## src/rtl/pwm_duty_meter.sv

```systemverilog
// pwm_duty_meter
//   Multi-channel comparator duty-cycle meter. Each channel synchronises its
//   comparator output and measures the high time of each pulse in clk cycles.
//   It scales that time to an OUT_W-bit code and flags channels that have
//   stopped toggling.
//
//   Ports
//     clk         system clock
//     reset       synchronous, active-high; clears every register
//     cmp_in      [CH]         asynchronous comparator outputs, bit i = channel i
//     duty_out    [CH*OUT_W]   scaled codes, channel i = [i*OUT_W +: OUT_W]
//     duty_valid  [CH]         1-cycle pulse when a channel's duty_out slice updates
//     stuck       [CH]         level, channel has seen no edge for TIMEOUT_CYC cycles
//
//   Build option
//     PWM_DUTY_AVG_EN  when defined, each channel averages 2**AVG_LOG2 codes
//                      before updating duty_out. This adds one cycle of latency.
module pwm_duty_meter #(
    parameter int unsigned       CH          = 4,
    parameter int unsigned       CNT_W       = 16,
    parameter int unsigned       OUT_W       = 8,
    parameter int unsigned       MUL_W       = 16,
    parameter logic [MUL_W-1:0]  SCALE_MUL   = MUL_W'(255),
    parameter int unsigned       SCALE_SHIFT = 8,
    parameter int unsigned       TIMEOUT_CYC = 65535,
    parameter int unsigned       AVG_LOG2    = 2
) (
    input  logic                clk,
    input  logic                reset,
    input  logic [CH-1:0]       cmp_in,
    output logic [CH*OUT_W-1:0] duty_out,
    output logic [CH-1:0]       duty_valid,
    output logic [CH-1:0]       stuck
);

    localparam int unsigned      PROD_W   = CNT_W + MUL_W;
    localparam logic [CNT_W-1:0] CNT_MAX  = '1;
    localparam logic [CNT_W-1:0] TIMEOUT  = CNT_W'(TIMEOUT_CYC);
    localparam logic [OUT_W-1:0] CODE_MAX = '1;

    if (TIMEOUT_CYC > (2**CNT_W - 1) || AVG_LOG2 < 1) begin : g_param_check
        $error("pwm_duty_meter: TIMEOUT_CYC must fit in CNT_W bits and AVG_LOG2 must be >= 1");
    end

    // s and p are only meaningful once real input has crossed both synchronizer
    // stages and the prev register after reset. Until then, the reset zeros
    // would look like a genuine low level and arm a channel whose input is high.
    logic [1:0] warm;
    logic       live;

    always_ff @(posedge clk) begin
        if (reset)
            warm <= '0;
        else if (warm != 2'd3)
            warm <= warm + 2'd1;
    end

    assign live = (warm == 2'd3);

    for (genvar i = 0; i < CH; i++) begin : g_ch
        logic             sync1, s, p;
        logic             rise, fall;
        logic             seen_low, counting, stuck_r;
        logic [CNT_W-1:0] high_cnt, idle_cnt, sample;
        logic             cap_valid, stuck_evt;
        logic [OUT_W-1:0] stuck_code;
        logic [PROD_W-1:0] product, scaled;
        logic [OUT_W-1:0] code;
        logic [OUT_W-1:0] dout;
        logic             dval;

        assign rise = live &  s & ~p;
        assign fall = live & ~s &  p;

        always_ff @(posedge clk) begin
            if (reset) begin
                sync1      <= 1'b0;
                s          <= 1'b0;
                p          <= 1'b0;
                seen_low   <= 1'b0;
                counting   <= 1'b0;
                stuck_r    <= 1'b0;
                high_cnt   <= '0;
                idle_cnt   <= '0;
                sample     <= '0;
                cap_valid  <= 1'b0;
                stuck_evt  <= 1'b0;
                stuck_code <= '0;
            end else begin
                sync1     <= cmp_in[i];
                s         <= sync1;
                p         <= s;
                cap_valid <= 1'b0;
                stuck_evt <= 1'b0;

                if (live && !s)
                    seen_low <= 1'b1;

                if (rise && seen_low) begin
                    high_cnt <= CNT_W'(1);
                    counting <= 1'b1;
                end else if (s && counting && high_cnt != CNT_MAX) begin
                    high_cnt <= high_cnt + CNT_W'(1);
                end

                if (fall && counting) begin
                    sample    <= high_cnt;
                    cap_valid <= 1'b1;
                    counting  <= 1'b0;
                end

                // Placed after the measurement logic so that stuck entry
                // overrides any counting update in the same cycle.
                if (rise || fall) begin
                    idle_cnt <= '0;
                    stuck_r  <= 1'b0;
                end else if (!stuck_r) begin
                    if (idle_cnt == TIMEOUT) begin
                        stuck_r    <= 1'b1;
                        stuck_evt  <= 1'b1;
                        stuck_code <= s ? CODE_MAX : '0;
                        counting   <= 1'b0;
                    end else begin
                        idle_cnt <= idle_cnt + CNT_W'(1);
                    end
                end
            end
        end

        // Compute the full-width product, shift it, then saturate to the code range.
        assign product = PROD_W'(sample) * PROD_W'(SCALE_MUL);
        assign scaled  = product >> SCALE_SHIFT;
        assign code    = (scaled > PROD_W'(CODE_MAX)) ? CODE_MAX : scaled[OUT_W-1:0];

`ifdef PWM_DUTY_AVG_EN
        localparam int unsigned ACC_W = OUT_W + AVG_LOG2;
        logic [OUT_W-1:0]    code_r;
        logic                code_v;
        logic [ACC_W-1:0]    acc, acc_sum;
        logic [AVG_LOG2-1:0] n;

        assign acc_sum = acc + ACC_W'(code_r);

        always_ff @(posedge clk) begin
            if (reset) begin
                code_r <= '0;
                code_v <= 1'b0;
                acc    <= '0;
                n      <= '0;
                dout   <= '0;
                dval   <= 1'b0;
            end else begin
                code_r <= code;
                code_v <= cap_valid;
                dval   <= 1'b0;
                if (stuck_evt) begin
                    dout   <= stuck_code;
                    dval   <= 1'b1;
                    acc    <= '0;
                    n      <= '0;
                    code_v <= 1'b0;
                end else if (code_v) begin
                    if (n == '1) begin
                        dout <= acc_sum[ACC_W-1:AVG_LOG2];
                        dval <= 1'b1;
                        acc  <= '0;
                        n    <= '0;
                    end else begin
                        acc <= acc_sum;
                        n   <= n + AVG_LOG2'(1);
                    end
                end
            end
        end
`else
        always_ff @(posedge clk) begin
            if (reset) begin
                dout <= '0;
                dval <= 1'b0;
            end else begin
                dval <= cap_valid | stuck_evt;
                if (cap_valid)
                    dout <= code;
                else if (stuck_evt)
                    dout <= stuck_code;
            end
        end
`endif

        assign duty_out[i*OUT_W +: OUT_W] = dout;
        assign duty_valid[i]              = dval;
        assign stuck[i]                   = stuck_r;
    end

endmodule

```

## config.mk

```make
export PLATFORM = sky130hd
export DESIGN_NAME = pwm_duty_meter
export DESIGN_NICKNAME = d
export VERILOG_FILES = /design/src/rtl/pwm_duty_meter.sv
export SDC_FILE = /design/constraint.sdc
export NUM_CORES = 1
export LEC_CHECK = 0
export CORE_MARGIN = 2
export CORE_UTILIZATION = 50
export DETAILED_ROUTE_END_ITERATION = 12
export GPL_TIMING_DRIVEN = 1
export HOLD_SLACK_MARGIN = 0.05
export PLACE_DENSITY = 0.65
export RECOVER_POWER = 100
export REMOVE_ABC_BUFFERS = 1
export SLEW_MARGIN = 10
export SYNTH_ARGS = -nofsm -noshare
export SYNTH_HDL_FRONTEND = slang
export SYNTH_SLANG_ARGS = --single-unit
```

## constraint.sdc

```tcl
create_clock -name clk -period 6.4 [get_ports clk]
set_input_delay 0.64 -clock clk [delete_from_list [all_inputs] [get_ports clk]]
set_output_delay 0.64 -clock clk [all_outputs]
set_load 0.05 [all_outputs]
```

After elaboration in Yosys (flattened, before gate mapping)
Cells that the tools add are included.
W data, S select, Z words.
{"block": "word_totals", "register_bits": 294, "latch_bits": 0, "ram_bits": 0, "mem_bits_ro": 0, "input_bits": 6, "out_inout_bits": 40, "elab_cells": 240, "memories": 0}
{"block": "classes", "add_sub_neg": 9, "mul": 4, "div_mod_pow": 0, "magnitude_cmp": 4, "n_eq_ne": 10, "n_shift": 0, "mux": 56, "bitwise_logic": 40, "n_reduce_logical": 56}
{"cell": "$add A16 B1 Y16 const B", "n": 8}
{"cell": "$mux W8", "n": 16}
{"cell": "$mul A16 B8 Y24 const B", "n": 4}
{"cell": "$eq A16 B16 Y1 const B", "n": 4}
{"cell": "$gt A16 B8 Y1 const B", "n": 4}
{"cell": "$ne A16 B16 Y1 const B", "n": 4}
{"cell": "$mux W1", "n": 40}
{"cell": "$logic_and A1 B1 Y1", "n": 20}
{"cell": "$not A1 Y1", "n": 20}
{"cell": "$and A1 B1 Y1", "n": 16}
{"cell": "$reduce_bool A2 Y1", "n": 8}
{"cell": "$reduce_or A2 Y1", "n": 8}
{"cell": "$reduce_and A3 Y1", "n": 4}
{"cell": "$reduce_or A3 Y1", "n": 4}
{"cell": "$reduce_and A2 Y1", "n": 4}
{"cell": "$logic_not A1 Y1", "n": 4}
{"cell": "$logic_or A1 B1 Y1", "n": 4}
{"cell": "$or A1 B1 Y1", "n": 4}
{"cell": "$add A2 B1 Y2 const B", "n": 1}
{"cell": "$eq A2 B2 Y1 const B", "n": 1}
{"cell": "$ne A2 B2 Y1 const B", "n": 1}

Longest topological paths before layout
Gate-level depths: netlist of the first run.
{"block": "logic_depth", "depth_word": 9, "ltp_mapped": 18, "depth_no_buf": 17}

Worst setup path before layout of the first run
OpenSTA, ideal clock, no wires.
{"block": "synth_path", "path_kind": "register to register", "start": "register g_ch[0].sample[8]", "end": "register g_ch[0].dout[6]", "setup_ns": 0.152, "arrival_ns": 5.051, "required_ns": 6.248, "path_slack_ns": 1.197, "stages_incl_launch_ff": 18, "n_path_buf": 0, "period_less_slack_ns": 5.203, "path_cell_list": "dfxtp_1 -> fa_1 -> inv_1 -> fa_1 -> inv_1 -> fa_1 -> inv_1 -> fa_1 -> inv_1 -> ha_1 -> a21o_1 -> or3_4 -> o311ai_2 -> nor2_1 -> mux2_4 -> or4_4 -> nor4_4 -> a221oi_1"}
{"block": "synth_via", "elab_chain_len": 4}
{"element": "start, declared", "line": "64", "text": "logic [CNT_W-1:0] high_cnt, idle_cnt, sample;"}
{"element": "start signal, assigned", "line": "107", "text": "sample <= high_cnt;"}
{"element": "$mul A16 B8 Y24 *", "line": "131", "text": "assign product = PROD_W'(sample) * PROD_W'(SCALE_MUL);"}
{"element": "$gt A16 B8 Y1", "line": "133", "text": "assign code = (scaled > PROD_W'(CODE_MAX)) ? CODE_MAX : scaled[OUT_W-1:0];"}
{"element": "$mux W8 *", "line": "133"}
{"element": "$mux W8 *", "line": "182", "text": "if (cap_valid)"}
{"element": "end signal, assigned", "line": "183", "text": "dout <= code;"}
{"element": "end signal, assigned", "line": "185", "text": "dout <= stuck_code;"}
{"element": "end, declared", "line": "69", "text": "logic [OUT_W-1:0] dout;"}
Every way passes the cells marked *; elsewhere a longest branch is shown, timed or not.
A chain may end at the register's enable or synchronous reset.

Final worst setup path of the first run
{"block": "layout_path", "start": "register g_ch[0].sample[9]", "end": "register g_ch[0].dout[3]"}
The elaborated chain is that of the path after synthesis.

==> impl.org, run 1 <==
** Finish
- 0 antenna diodes ended up in the layout.
- Compared with the post-synthesis result, the final layout area differs by 8.48%.
- After the last flow step, the layout net total stands at 3028.
- Share of layout cells above drive strength 1 :: 2.81%

** Placement
- At the end of routability-driven placement, the weighted congestion stood at 0.877.
- The count of buffers added on input and output ports is 45.
- HPWL after detailed placement :: 34000 µm
- Pre-CTS setup slack :: 0.560 ns

** CTS
- CTS built an H-tree with a depth of 1.
- Number of gates given a new drive strength after cts :: 0
- Number of hold-repair buffers added at the cts stage :: 0
- CTS tree :: yes
- Maximum root-to-sink buffer count :: 3
- For the worst-skew pair, the clock arrives at the later sink with an insertion delay of 0.59 ns.
- Number of clock sinks seen by CTS :: 266
- Cell at the root of the clock tree :: sky130_fd_sc_hd__clkbuf_16
- After clock tree synthesis, the clock-pin slew on the worst setup and hold paths is 0.06 ns.
- Number of buffers created by CTS :: 31
- Number of buffers added for setup after CTS :: 0

** Yosys
- Yosys mapped a number of flops with a built-in enable equal to 0.
- Dominant cells by area after synthesis :: sky130_fd_sc_hd__fa_1 24%, sky130_fd_sc_hd__dfxtp_1 24%, sky130_fd_sc_hd__ha_1 9.6%
- Counting flops with an async set or reset pin after synthesis yields a share of 0%.
- Most instantiated flip-flop cell in the synthesis netlist :: sky130_fd_sc_hd__dfxtp_1
- Yosys warnings :: 0
- Number of cells produced by synthesis :: 2560
- By instance count, the leading cell after synthesis is sky130_fd_sc_hd__inv_1.
- Summed over its instances, the top area cell type makes up 24.4% of the synthesized netlist area.
- Synth cell types :: 72
- A synthesized cell averages 8.84 µm².
- Seq/Total Area, Yosys :: 23.5%
- After synthesis the cells add up to 22600 µm².
- Counting flops and latches in the post-synthesis netlist gives 266.
- Summed over all instances, the cell type with the most area after synthesis is sky130_fd_sc_hd__fa_1.
- Commonest cells in the netlist :: 513 x sky130_fd_sc_hd__inv_1, 276 x sky130_fd_sc_hd__fa_1, 266 x sky130_fd_sc_hd__dfxtp_1

** STA
- Maximum clock frequency :: 0.169 GHz
- Setup repair after global routing missed its margin :: false
- Once routing completed, OpenROAD measured the worst setup slack at 0.478 ns.
- Total Negative Setup Slacks :: 0 ns
- Total of endpoints with negative setup slack in the final report :: 0
- Clock skew on the completed layout was measured at 0.0158 ns.
- Headroom to the max-slew limit :: -83.7%
- The total count of max-transition violations in the final report came to 63.
- The worst path in the final design needs a cycle of 5.92 ns, including I/O delays and setup.
- For the pin with the worst max-slew slack, the measured transition is 2.75 ns.
- Count of final hold-check violations :: 0
- Final critical-path share of the clock period :: 92.5%

** Setup path
- At the worst endpoint, the arrival time is 6.35 ns.
- End point of the critical path :: g_ch[0].dout[3]
- In this run the worst path has a maximum fanout of 8.
- Register-to-Register Setup Slack :: 0.48 ns
- End of the worst register-to-register path :: g_ch[0].dout[3]
- The critical path starts at g_ch[0].sample[9].
- STA puts the critical path data required time at 6.82 ns.
- The worst register-to-register path begins at g_ch[0].sample[9].
- Crit path kind :: reg2reg
- Type of origin of the critical path :: flop
- The number of cells on the worst reg-to-reg path is 17.
- STA classifies the critical path endpoint as a flop.

** GRT
- Pin count of the biggest net entering global routing :: 75
- Number of global-route vias before repair :: 16700
- The number of antenna violations at the first check in global routing came to 0.
- The first global-routing pass estimated 76100 µm of wire.
- Combined global-route utilization of all metal layers :: 19.0%
- After global routing the overflow that remains totals 0.

** Floorplan
- The initialized floorplan defines 77 standard-cell rows.
- The initial utilization of the core area, before any placement, comes to 50.9%.
- Die width :: 217 µm
- Floorplan core area :: 44400 µm²
- Die area :: 47000 µm²
- Number of ports placed on the die boundary :: 46
- Measured along the y axis, the die boundary spans 217 µm.

** Status
- Violations in the final reports :: max-capacitance violations, max-slew violations
- The run finished, with violations left.

** Detailed routing
- The first detailed-routing pass ran for 5 iterations.
- The first routing iteration left 754 violations.
- In the routed design, unresolved DRC markers number 0.
- After detailed routing, the number of vias per cell comes to 5.09.
- The final layout contains routed wiring with a total length of 42600 µm.
- Summing over every cut layer, the via total after detailed routing is 16200.
- Dividing the detail-routed wire length by the instance count gives 13.3 µm.
- The count of nets left with antenna violations once routing finished came out at 0.

** Hold path
- Hold Crit Class :: reg2reg
- Along the worst hold path, the cell count comes to 1.

** Power
- VDD sags by at most 0.189 mV.
- LEAKAGE :: 11.4 nW
- Power spread over the standard cell area amounts to 147 nW/µm².
- Final Total Pwr :: 3.61 mW

** Flow run
- Max-cap viol count :: 1
how the worst min path moves through the flow:
| stage | from | slack [ns] | endpoint |
|---|---|---|---|
| after floorplan | g_ch[0].sync1 | 0.41 | g_ch[0].s |
| after global placement | g_ch[2].sync1 | 0.43 | g_ch[2].s |
| after detailed placement | g_ch[1].sync1 | 0.43 | g_ch[1].s |
| after CTS | reset | 0.31 | g_ch[0].dval |
| after global routing | g_ch[3].sync1 | 0.46 | g_ch[3].s |
| final | g_ch[1].sync1 | 0.43 | g_ch[1].s |
kinds of logic (layout without fill, tap and decap cells):
| logic type | count (synthesis) | count (layout) | share of synthesized area, % |
|---|---|---|---|
| simple gates | 713 | 713 | 15.2 |
| compound gates | 372 | 372 | 10.2 |
| fa+ha+maj | 449 | 449 | 34.0 |
| buf+inv | 580 | 618 | 9.96 |
| mux | 19 | 19 | 0.868 |
| flops | 266 | 266 | 23.5 |
| xor+xnor | 161 | 161 | 6.23 |
worst max-delay path: stages, from the launching register on:
cell and delay, ns:
sky130_fd_sc_hd__dfxtp_1 0.39, sky130_fd_sc_hd__fa_1 0.57, sky130_fd_sc_hd__inv_1 0.07, sky130_fd_sc_hd__fa_1 0.53, sky130_fd_sc_hd__inv_1 0.05, sky130_fd_sc_hd__fa_1 0.48, sky130_fd_sc_hd__inv_1 0.05, sky130_fd_sc_hd__fa_1 0.47
sky130_fd_sc_hd__inv_1 0.04, sky130_fd_sc_hd__ha_1 0.35, sky130_fd_sc_hd__a21o_1 0.19, sky130_fd_sc_hd__or3_4 0.32, sky130_fd_sc_hd__o311ai_0 0.53, sky130_fd_sc_hd__nor2_1 0.10, sky130_fd_sc_hd__mux2_2 0.29, sky130_fd_sc_hd__or4_1 0.49
sky130_fd_sc_hd__nor4_2 0.65, sky130_fd_sc_hd__a221oi_1 0.20
layer usage:
| metal | wire, µm | GRT usage (%) |
|---|---|---|
| met5 | 0 | 0 |
| met1 | 20200 | 25.6 |
| met4 | 763 | 3.90 |
| met2 | 20500 | 32.9 |
| met3 | 1100 | 2.20 |
cells in the final DEF, fill, tap and decap left out, types with 6 or more instances in the layout:
cell	n
sky130_fd_sc_hd__a211o_1	7
sky130_fd_sc_hd__a211oi_1	6
sky130_fd_sc_hd__a21o_1	23
sky130_fd_sc_hd__a21oi_1	170
sky130_fd_sc_hd__a221oi_1	24
sky130_fd_sc_hd__a31oi_1	17
sky130_fd_sc_hd__and3_1	39
sky130_fd_sc_hd__and4_1	19
sky130_fd_sc_hd__clkbuf_1	9
sky130_fd_sc_hd__clkbuf_16	31
sky130_fd_sc_hd__dfxtp_1	266
sky130_fd_sc_hd__dlygate4sd3_1	40
sky130_fd_sc_hd__fa_1	276
sky130_fd_sc_hd__ha_1	173
sky130_fd_sc_hd__inv_1	513
sky130_fd_sc_hd__mux2i_1	17
sky130_fd_sc_hd__nand2_1	226
sky130_fd_sc_hd__nand2b_1	38
sky130_fd_sc_hd__nand3_1	55
sky130_fd_sc_hd__nand4_1	41
sky130_fd_sc_hd__nand4b_1	7
sky130_fd_sc_hd__nor2_1	187
sky130_fd_sc_hd__nor2b_1	33
sky130_fd_sc_hd__nor3_1	23
sky130_fd_sc_hd__o2111ai_1	6
sky130_fd_sc_hd__o211ai_1	7
sky130_fd_sc_hd__o21a_1	19
sky130_fd_sc_hd__o21ai_0	45
sky130_fd_sc_hd__o21ai_1	13
sky130_fd_sc_hd__or2_2	10
sky130_fd_sc_hd__or3_1	15
sky130_fd_sc_hd__xnor2_1	62
sky130_fd_sc_hd__xor2_1	99
flip-flops by register name, indices dropped and copies added (netlist names), 32 cells and up:
signal         cells
g_ch.high_cnt     64
g_ch.idle_cnt     64
g_ch.sample       64
g_ch.dout         32
cell type report:
cell class                 instances  area [µm²]
clock buffer                      41         843
multi-input combinational       1714       15000
clock inverter                    17         235
fill                            4023       19900
sequential                       266        5330
inverter                         513        1930
tap                              592         741
timing repair buffer              47         455
through the flow:
step / area, µm² / util [%] / cells / hold slack [ns]
floorplan: 22300 / - / 2493 / 0.414
global placement: 23500 / 52.9 / 3132 / 0.427
detailed placement: 23500 / 52.9 / 3132 / 0.425
CTS: 24600 / 55.3 / 3190 / 0.313
global route: 24500 / 55.3 / 3190 / 0.459
finish: 24500 / 55.3 / 3190 / 0.434
where the power goes:
| group | internal [mW] | switching (mW) |
|---|---|---|
| clock | 1.13 | 0.728 |
| sequential | 1.67 | 0.0129 |
| combinational | 0.0230 | 0.0477 |
No activity file was read; power rests on OpenSTA's default activity.
==> run 2, diff against run 1 <==
- CORE_ASPECT_RATIO: unset -> 1.5
- MAX_ROUTING_LAYER: unset -> met4
==> impl.org, run 2 (same netlist as run 1, synthesis figures left out) <==
** GRT
- Number of global-route vias before repair :: 17100
- Entering global routing, the biggest net connects 60 pins.
- Global routing consumed, over all layers together, 19.8% of the routing resources.
- The first global-routing pass estimated 76800 µm of wire.
- The number of antenna violations at the first check in global routing is 0.
- GR Overflow Total :: 0

** Power
- Power density of the placed cells :: 140 nW/µm²
- In this run the static leakage power is 11.4 nW.
- Max VDD drop :: 0.215 mV
- Final Total Pwr :: 3.41 mW

** STA
- Final worst clock skew :: 0.0229 ns
- Setup violations remaining at the end of the flow were counted as 0.
- Total Negative Setup Slacks :: 0 ns
- Minimum clock period after layout :: 5.89 ns
- Count of final hold-check violations :: 0
- Derived from the worst setup path, the maximum achievable clock frequency is 0.170 GHz.
- Headroom to the max-slew limit :: -67.9%
- The total count of max-transition violations in the final report came to 151.
- Setup repair after global routing left no endpoint under its margin.
- At the pin with the least slew margin, the transition time is 2.52 ns.
- After layout, the worst path uses 92.1% of the clock period.

** Setup path
- The worst setup path is captured at a flop.
- Crit path max fanout :: 8
- Register-to-Register Setup Slack :: 0.51 ns
- STA classifies the critical path startpoint as a flop.
- The critical path in this run is classified as reg2reg.
- Reg-to-Reg Start :: g_ch[0].sample[3]
- In this run the critical register-to-register path is captured at g_ch[0].dout[6].
- On the worst path, the slowest cell contributes a delay of 0.64 ns.
- Critical path's slowest cell :: sky130_fd_sc_hd__nor4_2
- Crit path arrival time :: 6.22 ns
- STA puts the critical path data required time at 6.72 ns.
- Number of cells on the worst reg-to-reg path :: 17
- Kind of cell adding the most delay to the critical path :: adder cells
- Count of buffer and inverter cells on the critical path :: 4
- Walking the worst path, the cells encountered are inv_1, fa_1, inv_1, fa_1, fa_1, inv_1, fa_1, inv_1, ha_1, nand3_1, a211oi_1, o311ai_2, nor2_1, mux2_2, or4_1, nor4_2, a221oi_1.

** Finish
- Total Nets Final :: 3027
- In the layout the commonest cells are 513 x sky130_fd_sc_hd__inv_1, 276 x sky130_fd_sc_hd__fa_1, 266 x sky130_fd_sc_hd__dfxtp_1.
- From synthesis to final layout, the design area changed by 7.86%.
- Biggest regs :: g_ch.high_cnt x64, g_ch.idle_cnt x64, g_ch.sample x64
- The finished layout holds 3172 standard cells, fillers aside.
- Share of layout cells above drive strength 1 :: 2.55%
- Share of the core filled with cells :: 54.6%
- # diodes :: 0
- Most frequent standard cell in the layout excluding fill and tap cells :: sky130_fd_sc_hd__inv_1

** CTS
- Number of buffers created by CTS :: 29
- TritonCTS built the clock tree.
- The longest clock path from root to sink contains 3 buffers.
- Number of gates given a new drive strength after cts :: 0
- Skew-Pair Late Insertion Delay :: 0.56 ns
- Number of hold-repair buffers added at the cts stage :: 0
- Clock H-tree levels :: 1
- Clock tree synthesis found a total of 266 sinks.
- Clock transition at the register clock pins on the worst setup and hold paths after CTS :: 0.06 ns
- The tree is rooted in a sky130_fd_sc_hd__clkbuf_16.
- Number of buffers added for setup after CTS :: 0

** Floorplan
- The die covers 47000 µm².
- Effective utilization at floorplan :: 50.6%
- The die is 265 µm tall.
- The floorplan has 95 rows.
- In this run the standard cell core region covers 44700 µm².
- From left edge to right edge, the die measures 178 µm.
- During I/O placement, the number of pins put on the boundary was 46.

** Placement
- Routability congestion estimate :: 0.883
- HPWL after detailed placement :: 34800 µm
- Number of buffers added on ports :: 45
- Number of placed instances, taps included :: 3123

** Detailed routing
- Number of DRC violations after detailed routing :: 0
- The routed layout has 16300 vias.
- Number of iterations in the first detailed-routing pass :: 5
- Remaining antenna violation count after routing :: 0
- After detailed routing, the number of vias per cell comes to 5.12.
- WL final :: 42800 µm
- In this run, the number of DRC markers left after iteration 0 of detailed routing was 555.
- Detail-routed net length per standard cell :: 13.5 µm

** Hold path
- The min-delay analysis places its worst path in the category reg2reg.
- In this run the most critical hold path is launched from g_ch[1].sync1.
- Number of instances on the worst hold path :: 1
- The worst hold path terminates at g_ch[1].s.

** Flow run
- The tool flagged a number of max-cap violations equal to 3.

** Status
- Violations in the final reports :: max-capacitance violations, max-slew violations
- The run finished, with violations left.
==> run 2: per-stage QoR <==
stage / cell area, µm² / worst slack [ns] / hold WS (ns)
finish: 24400 / 0.505 / 0.435
global route: 24400 / 0.137 / 0.452
CTS: 24400 / 0.663 / 0.438
detailed placement: 23500 / 0.689 / 0.424
global placement: 23500 / 0.895 / 0.418
floorplan: 22300 / 1.20 / 0.414
==> run 2: area by class of cell <==
cell class,count,area (µm²)
fill,4151,20300
multi-input combinational,1714,15000
sequential,266,5330
inverter,513,1930
clock buffer,43,848
tap,582,728
timing repair buffer,48,459
clock inverter,6,86.3
==> run 2: per-layer routing <==
| metal | global-route usage [%] | up-vias | wire length, µm |
|---|---|---|---|
| met3 | 1.76 | 49 | 884 |
| met4 | 4.76 | 0 | 892 |
| met2 | 37.0 | 151 | 23100 |
| met1 | 22.7 | 7842 | 18000 |
| li1 | - | 8211 | - |
| met5 | - | - | 0 |
==> run 2: worst max-delay path by stage <==
stage | startpoint | endpoint | slack [ns] | cells past startpoint
detailed placement | g_ch[3].sample[7] | g_ch[3].dout[0] | 0.69 | 17
global route | g_ch[0].sample[3] | g_ch[0].dout[2] | 0.14 | 17
CTS | g_ch[3].sample[7] | g_ch[3].dout[0] | 0.66 | 17
global placement | g_ch[3].sample[5] | g_ch[3].dout[0] | 0.90 | 17
floorplan | g_ch[0].sample[8] | g_ch[0].dout[6] | 1.20 | 17
finish | g_ch[0].sample[3] | g_ch[0].dout[6] | 0.51 | 17
==> run 2: report_power, final <==
group          leakage (nW)  internal (mW)  total (mW)  switching, mW
sequential             2.15           1.67        1.68         0.0128
clock                 0.456          0.986        1.65          0.666
combinational          8.76         0.0229      0.0699         0.0470
==> run 3, diff against run 2 <==
- clock period: 6.4 -> 5.54 ns (I/O delays scaled with it)
==> impl.org, run 3 (same netlist as run 1, synthesis figures left out) <==
** Status
- Run status :: finished with violations
- Violations in the final reports :: max-capacitance violations, max-slew violations

** CTS
- In this run the number of H-tree levels came out at 1.
- For this design, the sink count on the clock tree is 266.
- Cell at the root of the clock tree :: sky130_fd_sc_hd__clkbuf_16
- CTS tree :: yes
- TritonCTS created 27 clock buffers.
- Maximum root-to-sink buffer count :: 3
- Number of hold-repair buffers added at the cts stage :: 0
- Skew-Pair Late Insertion Delay :: 0.57 ns
- Clock transition at the register clock pins on the worst setup and hold paths after CTS :: 0.06 ns

** Finish
- The area growth from synthesis to layout is 8.77%.
- # diodes :: 0
- Cells with a size suffix above 1 make up 4.72% of the layout.
- Most frequent standard cell in the layout excluding fill and tap cells :: sky130_fd_sc_hd__inv_1
- Biggest regs :: g_ch.high_cnt x64, g_ch.idle_cnt x64, g_ch.sample x64
- Commonest cells after routing, fill and taps aside :: 504 x sky130_fd_sc_hd__inv_1, 274 x sky130_fd_sc_hd__fa_1, 255 x sky130_fd_sc_hd__dfxtp_1
- With fillers left out, the area of the finished cells amounts to 24600 µm².
- Share of the core filled with cells :: 55.1%
- Total Nets Final :: 3041
- Final std cells w/o fill :: 3187

** Setup path
- In this run the worst setup path terminates at g_ch[0].dout[2].
- The worst register-to-register path begins at g_ch[0].sample[8].
- The critical path in this run is classified as reg2reg.
- The worst setup path is captured at a flop.
- Crit path arrival time :: 5.69 ns
- End of the worst register-to-register path :: g_ch[0].dout[2]
- Required arrival time at the worst endpoint :: 5.92 ns
- Crit path max fanout :: 8
- Among all stages on the critical path, the largest delay is contributed by sky130_fd_sc_hd__fa_1.
- Worst setup path start :: g_ch[0].sample[8]
- The critical path goes through fa_1, inv_1, fa_1, inv_1, fa_1, inv_1, fa_1, inv_1, ha_1, a21o_1, or3_4, o311ai_4, nor2_2, mux2_4, or4_4, nor4_4, buf_4, a221oi_1.
- Measured in cells, the most critical reg-to-reg path has a length of 18.
- Register-to-Register Setup Slack :: 0.24 ns
- Largest incremental delay on the critical path :: 0.58 ns
- The worst setup path is launched from a flop.

** STA
- In the finished design, the share of the clock period the worst path needs comes to 95.7%.
- Worst hold slack across all endpoints :: 0.436 ns
- Setup repair after global routing left no endpoint under its margin.
- Timing would allow up to 0.189 GHz.
- Total Negative Setup Slacks :: 0 ns
- The total count of hold-check failures in the final report is 0.
- Headroom to the max-slew limit :: -10.7%
- Setup violations remaining at the end of the flow were counted as 0.
- Across all setup checks in the final design, the least slack found is 0.236 ns.
- The clock period could shrink to 5.30 ns.
- The total count of max-transition violations in the final report was 39.
- Worst slew pin tran :: 1.66 ns
- The clock arrives with 0.0293 ns of skew.

** Detailed routing
- In the routed design, unresolved DRC markers number 0.
- Remaining antenna violation count after routing :: 0
- The first TritonRoute pass finished after 6 iterations.
- In the final routed layout, each cell accounts on average for 13.7 µm.
- In the routed layout, each cell is associated on average with a via count of 5.18.
- Count of routing violations after the opening detailed-route iteration :: 664
- The detailed router placed 16500 vias in this run.
- WL final :: 43600 µm

** Floorplan
- The floorplan step set the die height to 265 µm.
- The floorplan has 95 rows.
- Once the floorplan was initialized, standard cells occupied 50.6% of the core.
- 46 I/O pins were placed.
- Floorplan core area :: 44700 µm²
- Die area :: 47000 µm²
- The die is 178 µm wide.

** Hold path
- The startpoint identified for the worst hold timing path is g_ch[1].sync1.
- The min-delay analysis places its worst path in the category reg2reg.

** Flow run
- Max-cap viol count :: 1

** GRT
- The number of antenna violations at the first check in global routing came to 0.
- Number of global-route vias before repair :: 17400
- Combined global-route utilization of all metal layers :: 20.1%
- The first global-routing pass estimated 77900 µm of wire.
- Entering global routing, the biggest net connects 69 pins.
- Summed over all layers, the global routing overflow is 0.

** Placement
- The number of placed instances, taps included, is 3138.
- At the end of routability-driven placement, the weighted congestion stood at 0.899.
- Dpl cell area :: 23600 µm²
- During placement, the flow inserted port buffers numbering 45.
- OpenSTA, run right after detailed placement, puts the worst setup slack at 0.0596 ns.
- Detailed placement ended at an HPWL of 35200 µm.

** Power
- Power density of the placed cells :: 157 nW/µm²
- LEAKAGE :: 11.5 nW
- Power comes to 3.87 mW.
- IR analysis of the VDD net gives a maximum drop of 0.216 mV.
[run 3: cell count changes in the layout (fill, tap and decap cells not counted), sizes merged]
| cell | change |
|---|---|
| inv | +2 |
| clkinvlp | +1 |
| clkbuf | -10 |
| clkinv | +4 |
| buf | +18 |
[run 3: how the worst min path moves through the flow]
stage	end	slack, ns	cells after the start
3_5_place_dp	g_ch[1].s	0.42	1
5_1_grt	g_ch[1].s	0.45	1
2_1_floorplan	g_ch[0].s	0.41	1
4_1_cts	g_ch[1].s	0.44	1
6_report	g_ch[1].s	0.44	1
3_3_place_gp	g_ch[1].s	0.42	1
[run 3: power breakdown]
part	switching, mW	leakage [nW]	internal (mW)
sequential	0.0151	2.15	1.93
clock	0.794	0.437	1.05
combinational	0.0544	8.86	0.0265
[run 3: routing by layer]
layer / vias up / GRT usage (%) / wire length [µm] / part of all wire (%)
met4: 0 / 4.72 / 912 / 2.1
met3: 54 / 1.68 / 902 / 2.1
met2: 162 / 38.6 / 24100 / 55
met1: 8069 / 22.1 / 17700 / 40
li1: 8225 / - / - / -
met5: - / - / 0 / 0
[run 3: critical path, delay by kind of cell, from the launching register on]
kind / cells / cell delay (ns)
buffers and inverters: 5 / 0.39
adders and majority gates: 5 / 2.36
DFF: 1 / 0.35
AOI/OAI and AO/OA: 3 / 0.60
muxes: 1 / 0.29
and+or+nand+nor: 4 / 1.16
[run 3: layout make-up]
type | count | area [µm²]
Fill cell | 4197 | 20100
Multi-Input combinational cell | 1714 | 15100
Sequential cell | 266 | 5340
Inverter | 513 | 1930
Clock buffer | 35 | 756
Tap cell | 582 | 728
Timing Repair Buffer | 64 | 587
Clock inverter | 13 | 128
[run 3: repair_timing]
action	4_1_cts	5_1_grt
resized for setup	1	40
setup buffers	0	1
cloned	0	0
pin swaps	0	3
setup endpoints to repair	1	32
